==> config.mk <==
export PLATFORM = sky130hd
export DESIGN_NAME = idma_inoc_apb_cfg_master_flat
export DESIGN_NICKNAME = d
export VERILOG_FILES = /design/src/rtl/idma_inoc_apb_cfg_master_if.sv /design/src/rtl/idma_inoc_apb_cfg_master.sv /design/src/flat_wrapper.sv
export SDC_FILE = /design/constraint.sdc
export NUM_CORES = 1
export LEC_CHECK = 0
export ABC_AREA = 1
export CAP_MARGIN = 20
export CORE_MARGIN = 4
export CORE_UTILIZATION = 36
export CTS_BUF_LIST = sky130_fd_sc_hd__clkbuf_8
export DETAILED_ROUTE_END_ITERATION = 6
export GPL_TIMING_DRIVEN = 0
export HOLD_SLACK_MARGIN = 0.1
export PLACE_DENSITY_LB_ADDON = 0.2
export SYNTH_ARGS = -nofsm -noshare
export SYNTH_HDL_FRONTEND = slang
export SYNTH_SLANG_ARGS = --single-unit
==> constraint.sdc <==
create_clock -name clk -period 4.2 [get_ports clk]
set_clock_uncertainty 0.2 [all_clocks]
set_input_delay 0.42 -clock clk [delete_from_list [all_inputs] [get_ports clk]]
set_output_delay 0.42 -clock clk [all_outputs]
set_load 0.1 [all_outputs]
==> src/rtl/idma_inoc_apb_cfg_master_if.sv <==
// Command/response stream and APB bus bundle for the iDMA inoc APB config master.
// master = the initiator block itself, slave = sequencer plus APB responder side.
interface idma_inoc_apb_cfg_master_if #(
  parameter int unsigned ADDR_W = 12
);
  logic              cmd_valid;
  logic              cmd_ready;
  logic              cmd_write;
  logic [ADDR_W-1:0] cmd_addr;
  logic [31:0]       cmd_wdata;
  logic [3:0]        cmd_strb;
  logic              rsp_valid;
  logic              rsp_ready;
  logic [31:0]       rsp_rdata;
  logic              rsp_err;
  logic              rsp_timeout;
  logic [ADDR_W-1:0] PADDR;
  logic              PSEL;
  logic              PENABLE;
  logic              PWRITE;
  logic [31:0]       PWDATA;
  logic [3:0]        PSTRB;
  logic [2:0]        PPROT;
  logic [31:0]       PRDATA;
  logic              PREADY;
  logic              PSLVERR;

  modport master (
    input  cmd_valid, cmd_write, cmd_addr, cmd_wdata, cmd_strb, rsp_ready,
           PRDATA, PREADY, PSLVERR,
    output cmd_ready, rsp_valid, rsp_rdata, rsp_err, rsp_timeout,
           PADDR, PSEL, PENABLE, PWRITE, PWDATA, PSTRB, PPROT
  );

  modport slave (
    output cmd_valid, cmd_write, cmd_addr, cmd_wdata, cmd_strb, rsp_ready,
           PRDATA, PREADY, PSLVERR,
    input  cmd_ready, rsp_valid, rsp_rdata, rsp_err, rsp_timeout,
           PADDR, PSEL, PENABLE, PWRITE, PWDATA, PSTRB, PPROT
  );
endinterface

==> src/rtl/idma_inoc_apb_cfg_master.sv <==
// APB initiator for the iDMA inoc register file: buffers register commands in a
// small FIFO, runs one APB transfer each (with timeout) and returns a response.
module idma_inoc_apb_cfg_master #(
  parameter int unsigned APB_ADDR_WIDTH = 12,
  parameter int unsigned CMD_DEPTH      = 4,
  parameter int unsigned TIMEOUT_CYCLES = 256
) (
  input  logic                          clk,
  input  logic                          rst,
  idma_inoc_apb_cfg_master_if.master    bus,
  output logic                          busy,
  output logic [7:0]                    err_cnt
);
  localparam int unsigned PTR_W  = $clog2(CMD_DEPTH);
  localparam int unsigned CNT_W  = PTR_W + 1;
  localparam int unsigned WAIT_W = (TIMEOUT_CYCLES > 1) ? $clog2(TIMEOUT_CYCLES) : 1;

  typedef enum logic [1:0] {S_IDLE, S_SETUP, S_ACCESS} state_e;

  state_e                    state_q, state_d;
  logic [CNT_W-1:0]          count_q, count_d;
  logic [PTR_W-1:0]          wr_ptr_q, wr_ptr_d, rd_ptr_q, rd_ptr_d;
  logic                      mem_write_q [CMD_DEPTH];
  logic                      mem_write_d [CMD_DEPTH];
  logic [APB_ADDR_WIDTH-1:0] mem_addr_q  [CMD_DEPTH];
  logic [APB_ADDR_WIDTH-1:0] mem_addr_d  [CMD_DEPTH];
  logic [31:0]               mem_wdata_q [CMD_DEPTH];
  logic [31:0]               mem_wdata_d [CMD_DEPTH];
  logic [3:0]                mem_strb_q  [CMD_DEPTH];
  logic [3:0]                mem_strb_d  [CMD_DEPTH];
  logic [APB_ADDR_WIDTH-1:0] paddr_q, paddr_d;
  logic                      psel_q, psel_d, penable_q, penable_d, pwrite_q, pwrite_d;
  logic [31:0]               pwdata_q, pwdata_d;
  logic [3:0]                pstrb_q, pstrb_d;
  logic [WAIT_W-1:0]         wait_cnt_q, wait_cnt_d;
  logic                      rsp_valid_q, rsp_valid_d, rsp_err_q, rsp_err_d;
  logic                      rsp_timeout_q, rsp_timeout_d;
  logic [31:0]               rsp_rdata_q, rsp_rdata_d;
  logic [7:0]                err_cnt_q, err_cnt_d;
  logic                      cmd_ready_q, cmd_ready_d, busy_q, busy_d;
  logic                      push, pop;

  always_comb begin
    state_d       = state_q;
    count_d       = count_q;
    wr_ptr_d      = wr_ptr_q;
    rd_ptr_d      = rd_ptr_q;
    mem_write_d   = mem_write_q;
    mem_addr_d    = mem_addr_q;
    mem_wdata_d   = mem_wdata_q;
    mem_strb_d    = mem_strb_q;
    paddr_d       = paddr_q;
    psel_d        = psel_q;
    penable_d     = penable_q;
    pwrite_d      = pwrite_q;
    pwdata_d      = pwdata_q;
    pstrb_d       = pstrb_q;
    wait_cnt_d    = wait_cnt_q;
    rsp_valid_d   = rsp_valid_q;
    rsp_err_d     = rsp_err_q;
    rsp_timeout_d = rsp_timeout_q;
    rsp_rdata_d   = rsp_rdata_q;
    err_cnt_d     = err_cnt_q;

    push = bus.cmd_valid && cmd_ready_q;
    // Launch when the response slot is empty or being emptied this cycle.
    pop  = (state_q == S_IDLE) && (count_q != '0) && (!rsp_valid_q || bus.rsp_ready);

    if (push) begin
      mem_write_d[wr_ptr_q] = bus.cmd_write;
      mem_addr_d[wr_ptr_q]  = bus.cmd_addr;
      mem_wdata_d[wr_ptr_q] = bus.cmd_wdata;
      mem_strb_d[wr_ptr_q]  = bus.cmd_strb;
      wr_ptr_d              = wr_ptr_q + PTR_W'(1);
    end

    unique case ({push, pop})
      2'b10:   count_d = count_q + CNT_W'(1);
      2'b01:   count_d = count_q - CNT_W'(1);
      default: count_d = count_q;
    endcase

    if (rsp_valid_q && bus.rsp_ready) begin
      rsp_valid_d   = 1'b0;
      rsp_err_d     = 1'b0;
      rsp_timeout_d = 1'b0;
      rsp_rdata_d   = 32'h0;
    end

    unique case (state_q)
      S_IDLE: begin
        if (pop) begin
          rd_ptr_d  = rd_ptr_q + PTR_W'(1);
          paddr_d   = mem_addr_q[rd_ptr_q];
          pwrite_d  = mem_write_q[rd_ptr_q];
          pwdata_d  = mem_wdata_q[rd_ptr_q];
          pstrb_d   = mem_write_q[rd_ptr_q] ? mem_strb_q[rd_ptr_q] : 4'h0;
          psel_d    = 1'b1;
          penable_d = 1'b0;
          state_d   = S_SETUP;
        end
      end
      S_SETUP: begin
        penable_d  = 1'b1;
        wait_cnt_d = '0;
        state_d    = S_ACCESS;
      end
      S_ACCESS: begin
        if (bus.PREADY) begin
          psel_d        = 1'b0;
          penable_d     = 1'b0;
          rsp_valid_d   = 1'b1;
          rsp_rdata_d   = pwrite_q ? 32'h0 : bus.PRDATA;
          rsp_err_d     = bus.PSLVERR;
          rsp_timeout_d = 1'b0;
          if (bus.PSLVERR && (err_cnt_q != 8'hFF)) err_cnt_d = err_cnt_q + 8'd1;
          state_d       = S_IDLE;
        end else if ((TIMEOUT_CYCLES != 0) && (wait_cnt_q == WAIT_W'(TIMEOUT_CYCLES - 1))) begin
          psel_d        = 1'b0;
          penable_d     = 1'b0;
          rsp_valid_d   = 1'b1;
          rsp_rdata_d   = 32'h0;
          rsp_err_d     = 1'b1;
          rsp_timeout_d = 1'b1;
          if (err_cnt_q != 8'hFF) err_cnt_d = err_cnt_q + 8'd1;
          state_d       = S_IDLE;
        end else begin
          wait_cnt_d = wait_cnt_q + WAIT_W'(1);
        end
      end
      default: state_d = S_IDLE;
    endcase

    cmd_ready_d = (count_d != CNT_W'(CMD_DEPTH));
    busy_d      = (count_d != '0) || (state_d != S_IDLE) || rsp_valid_d;
  end

  always_ff @(posedge clk) begin
    if (rst) begin
      state_q       <= S_IDLE;
      count_q       <= '0;
      wr_ptr_q      <= '0;
      rd_ptr_q      <= '0;
      paddr_q       <= '0;
      psel_q        <= 1'b0;
      penable_q     <= 1'b0;
      pwrite_q      <= 1'b0;
      pwdata_q      <= 32'h0;
      pstrb_q       <= 4'h0;
      wait_cnt_q    <= '0;
      rsp_valid_q   <= 1'b0;
      rsp_err_q     <= 1'b0;
      rsp_timeout_q <= 1'b0;
      rsp_rdata_q   <= 32'h0;
      err_cnt_q     <= 8'h0;
      cmd_ready_q   <= 1'b1;
      busy_q        <= 1'b0;
    end else begin
      state_q       <= state_d;
      count_q       <= count_d;
      wr_ptr_q      <= wr_ptr_d;
      rd_ptr_q      <= rd_ptr_d;
      paddr_q       <= paddr_d;
      psel_q        <= psel_d;
      penable_q     <= penable_d;
      pwrite_q      <= pwrite_d;
      pwdata_q      <= pwdata_d;
      pstrb_q       <= pstrb_d;
      wait_cnt_q    <= wait_cnt_d;
      rsp_valid_q   <= rsp_valid_d;
      rsp_err_q     <= rsp_err_d;
      rsp_timeout_q <= rsp_timeout_d;
      rsp_rdata_q   <= rsp_rdata_d;
      err_cnt_q     <= err_cnt_d;
      cmd_ready_q   <= cmd_ready_d;
      busy_q        <= busy_d;
    end
  end

  // FIFO storage needs no reset; occupancy is tracked by count/pointers.
  always_ff @(posedge clk) begin
    mem_write_q <= mem_write_d;
    mem_addr_q  <= mem_addr_d;
    mem_wdata_q <= mem_wdata_d;
    mem_strb_q  <= mem_strb_d;
  end

  assign bus.cmd_ready   = cmd_ready_q;
  assign bus.rsp_valid   = rsp_valid_q;
  assign bus.rsp_rdata   = rsp_rdata_q;
  assign bus.rsp_err     = rsp_err_q;
  assign bus.rsp_timeout = rsp_timeout_q;
  assign bus.PADDR       = paddr_q;
  assign bus.PSEL        = psel_q;
  assign bus.PENABLE     = penable_q;
  assign bus.PWRITE      = pwrite_q;
  assign bus.PWDATA      = pwdata_q;
  assign bus.PSTRB       = pstrb_q;
  assign bus.PPROT       = 3'b000;
  assign busy            = busy_q;
  assign err_cnt         = err_cnt_q;
endmodule

==> src/flat_wrapper.sv <==
// flat-port wrapper written by rule: the top's interface ports become plain ports
module idma_inoc_apb_cfg_master_flat 
#(
  parameter int unsigned APB_ADDR_WIDTH = 12,
  parameter int unsigned CMD_DEPTH      = 4,
  parameter int unsigned TIMEOUT_CYCLES = 256
)
  (clk, rst, busy, err_cnt, bus_cmd_valid, bus_cmd_write, bus_cmd_addr, bus_cmd_wdata, bus_cmd_strb, bus_rsp_ready, bus_PRDATA, bus_PREADY, bus_PSLVERR, bus_cmd_ready, bus_rsp_valid, bus_rsp_rdata, bus_rsp_err, bus_rsp_timeout, bus_PADDR, bus_PSEL, bus_PENABLE, bus_PWRITE, bus_PWDATA, bus_PSTRB, bus_PPROT);
  idma_inoc_apb_cfg_master_if #(.ADDR_W((12))) bus_i ();
  input  logic clk;
  input  logic rst;
  output logic busy;
  output logic [7:0] err_cnt;
  input wire logic [$bits(bus_i.cmd_valid)-1:0] bus_cmd_valid;
  input wire logic [$bits(bus_i.cmd_write)-1:0] bus_cmd_write;
  input wire logic [$bits(bus_i.cmd_addr)-1:0] bus_cmd_addr;
  input wire logic [$bits(bus_i.cmd_wdata)-1:0] bus_cmd_wdata;
  input wire logic [$bits(bus_i.cmd_strb)-1:0] bus_cmd_strb;
  input wire logic [$bits(bus_i.rsp_ready)-1:0] bus_rsp_ready;
  input wire logic [$bits(bus_i.PRDATA)-1:0] bus_PRDATA;
  input wire logic [$bits(bus_i.PREADY)-1:0] bus_PREADY;
  input wire logic [$bits(bus_i.PSLVERR)-1:0] bus_PSLVERR;
  output wire logic [$bits(bus_i.cmd_ready)-1:0] bus_cmd_ready;
  output wire logic [$bits(bus_i.rsp_valid)-1:0] bus_rsp_valid;
  output wire logic [$bits(bus_i.rsp_rdata)-1:0] bus_rsp_rdata;
  output wire logic [$bits(bus_i.rsp_err)-1:0] bus_rsp_err;
  output wire logic [$bits(bus_i.rsp_timeout)-1:0] bus_rsp_timeout;
  output wire logic [$bits(bus_i.PADDR)-1:0] bus_PADDR;
  output wire logic [$bits(bus_i.PSEL)-1:0] bus_PSEL;
  output wire logic [$bits(bus_i.PENABLE)-1:0] bus_PENABLE;
  output wire logic [$bits(bus_i.PWRITE)-1:0] bus_PWRITE;
  output wire logic [$bits(bus_i.PWDATA)-1:0] bus_PWDATA;
  output wire logic [$bits(bus_i.PSTRB)-1:0] bus_PSTRB;
  output wire logic [$bits(bus_i.PPROT)-1:0] bus_PPROT;
  assign bus_i.cmd_valid = bus_cmd_valid;
  assign bus_i.cmd_write = bus_cmd_write;
  assign bus_i.cmd_addr = bus_cmd_addr;
  assign bus_i.cmd_wdata = bus_cmd_wdata;
  assign bus_i.cmd_strb = bus_cmd_strb;
  assign bus_i.rsp_ready = bus_rsp_ready;
  assign bus_i.PRDATA = bus_PRDATA;
  assign bus_i.PREADY = bus_PREADY;
  assign bus_i.PSLVERR = bus_PSLVERR;
  assign bus_cmd_ready = bus_i.cmd_ready;
  assign bus_rsp_valid = bus_i.rsp_valid;
  assign bus_rsp_rdata = bus_i.rsp_rdata;
  assign bus_rsp_err = bus_i.rsp_err;
  assign bus_rsp_timeout = bus_i.rsp_timeout;
  assign bus_PADDR = bus_i.PADDR;
  assign bus_PSEL = bus_i.PSEL;
  assign bus_PENABLE = bus_i.PENABLE;
  assign bus_PWRITE = bus_i.PWRITE;
  assign bus_PWDATA = bus_i.PWDATA;
  assign bus_PSTRB = bus_i.PSTRB;
  assign bus_PPROT = bus_i.PPROT;
  idma_inoc_apb_cfg_master #(.APB_ADDR_WIDTH(APB_ADDR_WIDTH), .CMD_DEPTH(CMD_DEPTH), .TIMEOUT_CYCLES(TIMEOUT_CYCLES)) u_core (.clk(clk), .rst(rst), .bus(bus_i), .busy(busy), .err_cnt(err_cnt));
endmodule
==> flow_results.xml <==
<?xml version="1.0" encoding="UTF-8"?>
<metrics>
  <group name="yosys">
    <metric name="yosys.cell_types.count" unit="">36</metric>
    <metric name="total_of_flip_flops_plus_latches_after_synthesis" unit="">309</metric>
    <metric name="synth-warning-count" unit="">0</metric>
    <metric name="synth_enable_flop_cells" unit="">196</metric>
    <metric name="postSynth.topFlopCell" unit="">edfxtp_1</metric>
    <metric name="synth_cells" unit="">1047</metric>
    <metric name="synth_seq_area_share" unit="%">68.15</metric>
    <metric name="mappedNetlistArea" unit="sq mm">0.01196</metric>
    <metric name="synth.area.top_cells" unit="">edfxtp_1 49%, dfxtp_1 19%, nor2_1 5.2%, o21ai_0 4.3%, nand2_1 4.0%</metric>
    <metric name="synth-async-reset-ratio" unit="%">0</metric>
    <metric name="yosysTopAreaCell" unit="">edfxtp_1</metric>
    <metric name="synth_top_cell_area_share" unit="%">49.23</metric>
    <metric name="syn-mean-instance-area" unit="sq um">11.42</metric>
  </group>
  <group name="floorplan">
    <metric name="row_count" unit="">66</metric>
    <metric name="die_outline_area" unit="sq mm">0.03619</metric>
    <metric name="start_util" unit="%">36.66</metric>
    <metric name="die_y" unit="um">190.2</metric>
    <metric name="floorplan.core_area" unit="sq mm">0.03262</metric>
    <metric name="top_level_ports" unit="">186</metric>
    <metric name="fp.dieW" unit="um">190.2</metric>
  </group>
  <group name="critical_path">
    <metric name="timing.rr.end" unit="">u_core.busy</metric>
    <metric name="crit_path_max_fanout" unit="">10</metric>
    <metric name="reg2regPathDepth" unit="">15</metric>
    <metric name="critical_path_arrival" unit="ns">3.53</metric>
    <metric name="ff_to_ff_start" unit="">u_core.state_q[1]</metric>
    <metric name="kind_of_cell_with_the_highest_combined_delay_on_the_critical_path" unit="">adder cells</metric>
    <metric name="critical-path-max-stage-delay" unit="ns">0.52</metric>
    <metric name="critPathLaunchType" unit="">flip-flop</metric>
    <metric name="critical_path.cell_chain" unit="">inv_1, ha_1, inv_1, a21oi_1, nand2_2, inv_2, buf_4, ha_1, inv_1, fa_1, o21ai_0, nor2_1, nand3_1, o21ai_0, nand3_1</metric>
    <metric name="cp_max_delay_cell" unit="">fa_1</metric>
    <metric name="setup.worst_path.end_class" unit="">flip-flop</metric>
    <metric name="cp.depth" unit="">15</metric>
    <metric name="crit_buf_inv" unit="">5</metric>
    <metric name="worst-endpoint-required" unit="ns">4.45</metric>
    <metric name="cp_common_cell" unit="">inv_1</metric>
    <metric name="worst-setup-path-type" unit="">flip-flop to flip-flop</metric>
    <metric name="reg2reg_slack" unit="ns">0.92</metric>
  </group>
  <group name="routing">
    <metric name="route.vias.total" unit="">8386</metric>
    <metric name="drt-wirelength-per-cell" unit="um">16.60</metric>
    <metric name="drt_iter0_drc" unit="">518</metric>
    <metric name="drc" unit="">0</metric>
    <metric name="finalWirelength" unit="mm">29.49</metric>
    <metric name="detail_route.vias_per_cell" unit="">4.722</metric>
    <metric name="drt_pass1_iterations" unit="">5</metric>
    <metric name="drtAntennaViolNets" unit="">0</metric>
  </group>
  <group name="sta">
    <metric name="setup_viol" unit="">0</metric>
    <metric name="setup_total_negative_slack" unit="ns">0</metric>
    <metric name="layout_min_cycle_time" unit="ns">3.282</metric>
    <metric name="period_share" unit="%">78.13</metric>
    <metric name="timing.final.max_slew_violations" unit="">0</metric>
    <metric name="whs" unit="ns">0.2160</metric>
    <metric name="timing.slew.headroom" unit="%">29.72</metric>
    <metric name="post-route-worst-setup-slack" unit="ns">0.9184</metric>
    <metric name="tightestPinTransition" unit="ns">1.051</metric>
    <metric name="achievable-frequency" unit="GHz">0.3047</metric>
    <metric name="final-hold-violation-count" unit="">0</metric>
    <metric name="rsz0062_at_grt" unit="">false</metric>
  </group>
  <group name="clock_tree">
    <metric name="tritoncts_clock_tree" unit="">built</metric>
    <metric name="clock_sinks" unit="">309</metric>
    <metric name="tritoncts.num_buffers" unit="">51</metric>
    <metric name="cts_resized" unit="">0</metric>
    <metric name="postCtsHoldBufs" unit="">0</metric>
    <metric name="clock_path_buffers" unit="">3</metric>
    <metric name="cts_root_buffer_type" unit="">clkbuf_8</metric>
    <metric name="clk-insertion-delay-late" unit="ns">0.56</metric>
    <metric name="postCtsSetupBuffers" unit="">0</metric>
    <metric name="htree_levels" unit="">2</metric>
    <metric name="clk_pin_slew_worst_paths" unit="ns">0.06</metric>
  </group>
  <group name="cells_and_area">
    <metric name="regArea" unit="sq mm">0.008148</metric>
    <metric name="final_layout_size_suffix_gt1_share" unit="%">10.80</metric>
    <metric name="layoutNonFillerInstCount" unit="">1776</metric>
    <metric name="final_nets" unit="">1390</metric>
    <metric name="area_growth_syn_to_layout" unit="%">29.88</metric>
    <metric name="multi_input_comb_area" unit="sq mm">0.003338</metric>
    <metric name="mostFrequentLayoutCell" unit="">edfxtp_1</metric>
    <metric name="fillerInstances" unit="">3013</metric>
    <metric name="final_cell_mix" unit="">196 x edfxtp_1, 182 x clkdlybuf4s50_1, 163 x nor2_1, 127 x nand2_1, 113 x dfxtp_1</metric>
  </group>
  <group name="placed_design">
    <metric name="placedCellCount" unit="">1680</metric>
    <metric name="dp_worst_setup_slack" unit="ns">0.5046</metric>
    <metric name="place.port_buffers" unit="">182</metric>
    <metric name="gpl.final_weighted_congestion" unit="">0.7876</metric>
    <metric name="detailedPlacementHpwl" unit="mm">19.76</metric>
  </group>
  <group name="run_status">
    <metric name="run_status" unit="">finished, final reports clean</metric>
  </group>
  <group name="power">
    <metric name="cellLeakagePower" unit="nW">5.516</metric>
    <metric name="ir_drop" unit="uV">668.9</metric>
    <metric name="report.power.total" unit="mW">11.72</metric>
    <metric name="power_density" unit="mW/mm^2">754.5</metric>
  </group>
  <group name="worst_hold_path">
    <metric name="hold_path_endpoint" unit="">u_core.bus.rsp_rdata[13]</metric>
    <metric name="min-delay-path-class" unit="">input port to flip-flop</metric>
    <metric name="hold_start" unit="">bus_PRDATA[13]</metric>
    <metric name="holdPathStages" unit="">3</metric>
  </group>
  <group name="global_routing">
    <metric name="grt_antenna_before_repair" unit="">3</metric>
    <metric name="global_route.usage.total" unit="%">15.89</metric>
    <metric name="pin_count_of_the_biggest_net_entering_global_routing" unit="">27</metric>
    <metric name="wire_length_of_the_first_global_routing_pass" unit="mm">46.07</metric>
    <metric name="global_route.overflow_total" unit="">0</metric>
    <metric name="grt_pass1_vias" unit="">8509</metric>
  </group>
  <group name="job">
    <metric name="drv_cap" unit="">0</metric>
  </group>
</metrics>
power by group:
group / leakage [nW] / internal (mW) / switching (mW)
logic: 2.24 / 1.33 / 3.86
clock network: 0.559 / 1.35 / 1.18
registers: 2.72 / 3.77 / 0.219
routing by layer:
| layer | share of wire (%) | GRT usage [%] | up-vias |
|---|---|---|---|
| met4 | 2.3 | 5.110 | 4 |
| met3 | 6.0 | 3.479 | 58 |
| met5 | 0.051 | 0 | - |
| met2 | 46 | 25.57 | 232 |
| met1 | 45 | 21.60 | 3944 |
| li1 | - | - | 4148 |
sequential cells by signal, summed over array words and instances, names as in the netlist, 3 cells and up:
name,count
u_core.err_cnt,8
u_core.mem_write_q,4
u_core.wait_cnt_q,8
u_core.mem_strb_q,16
u_core.bus.PWDATA,32
u_core.mem_addr_q,48
u_core.bus.rsp_rdata,32
u_core.mem_wdata_q,128
u_core.bus.PADDR,12
u_core.bus.PSTRB,4
u_core.count_q,3
cells by family (layout without fill, tap and decap cells):
| logic type | count (synthesis) | count (layout) | share of synthesized area, % |
|---|---|---|---|
| AND/OR/NAND/NOR | 353 | 353 | 12.56 |
| flip-flops | 309 | 309 | 68.15 |
| AO/OA/AOI/OAI | 217 | 217 | 9.722 |
| buffers and inverters | 107 | 391 | 4.249 |
| multiplexers | 44 | 44 | 3.684 |
| adder cells (fa/ha/maj) | 12 | 12 | 1.319 |
| XOR/XNOR | 4 | 4 | 0.2931 |
| other | 1 | 4 | 0.03136 |
stage by stage:
step	utilization [%]	area (sq um)
floorplan	-	11960
global placement	43.96	14340
detailed placement	44.53	14520
CTS	47.60	15530
global route	47.61	15530
finish	47.61	15530
synthesized netlist by cell type, types with 3 or more instances:
library cell	instances
nand2_1	127
a21oi_1	55
inv_2	4
o21ai_1	10
a21oi_2	5
o21ai_0	102
nand4_1	10
dfxtp_1	113
inv_1	43
buf_2	20
buf_4	7
xor2_1	3
nor2_1	167
buf_6	7
nand2_2	5
o22ai_1	44
buf_1	5
nand2_4	3
ha_1	11
edfxtp_1	196
nand3_1	30
clkbuf_1	19
mux2i_1	44
area by class of cell:
type / count / area share, %
clock inverter: 36 / 1.225
antenna: 1 / 0.01611
inverter: 49 / 1.201
sequential: 309 / 52.47
multi-input combinational: 633 / 21.50
tap: 442 / 3.561
clock buffer: 59 / 5.229
buffer: 58 / 2.071
timing repair buffer: 189 / 12.73
worst min-delay path, stage by stage:
cell	delay, ns
clkdlybuf4s50_1	0.39
nand2_1	0.06
a21oi_1	0.05
worst max path at each step:
stage                    startpoint                 endpoint  slack, ns
2_1_floorplan  u_core.bus.cmd_ready     u_core.mem_addr_q[0]       0.12
3_3_place_gp          bus_cmd_valid  u_core.mem_wdata_q[101]      -1.62
3_5_place_dp          bus_rsp_ready              u_core.busy       0.50
4_1_cts           u_core.state_q[1]              u_core.busy       0.84
5_1_grt           u_core.state_q[0]              u_core.busy       0.60
6_report          u_core.state_q[1]              u_core.busy       0.92
(Power assumes the default switching activity.)
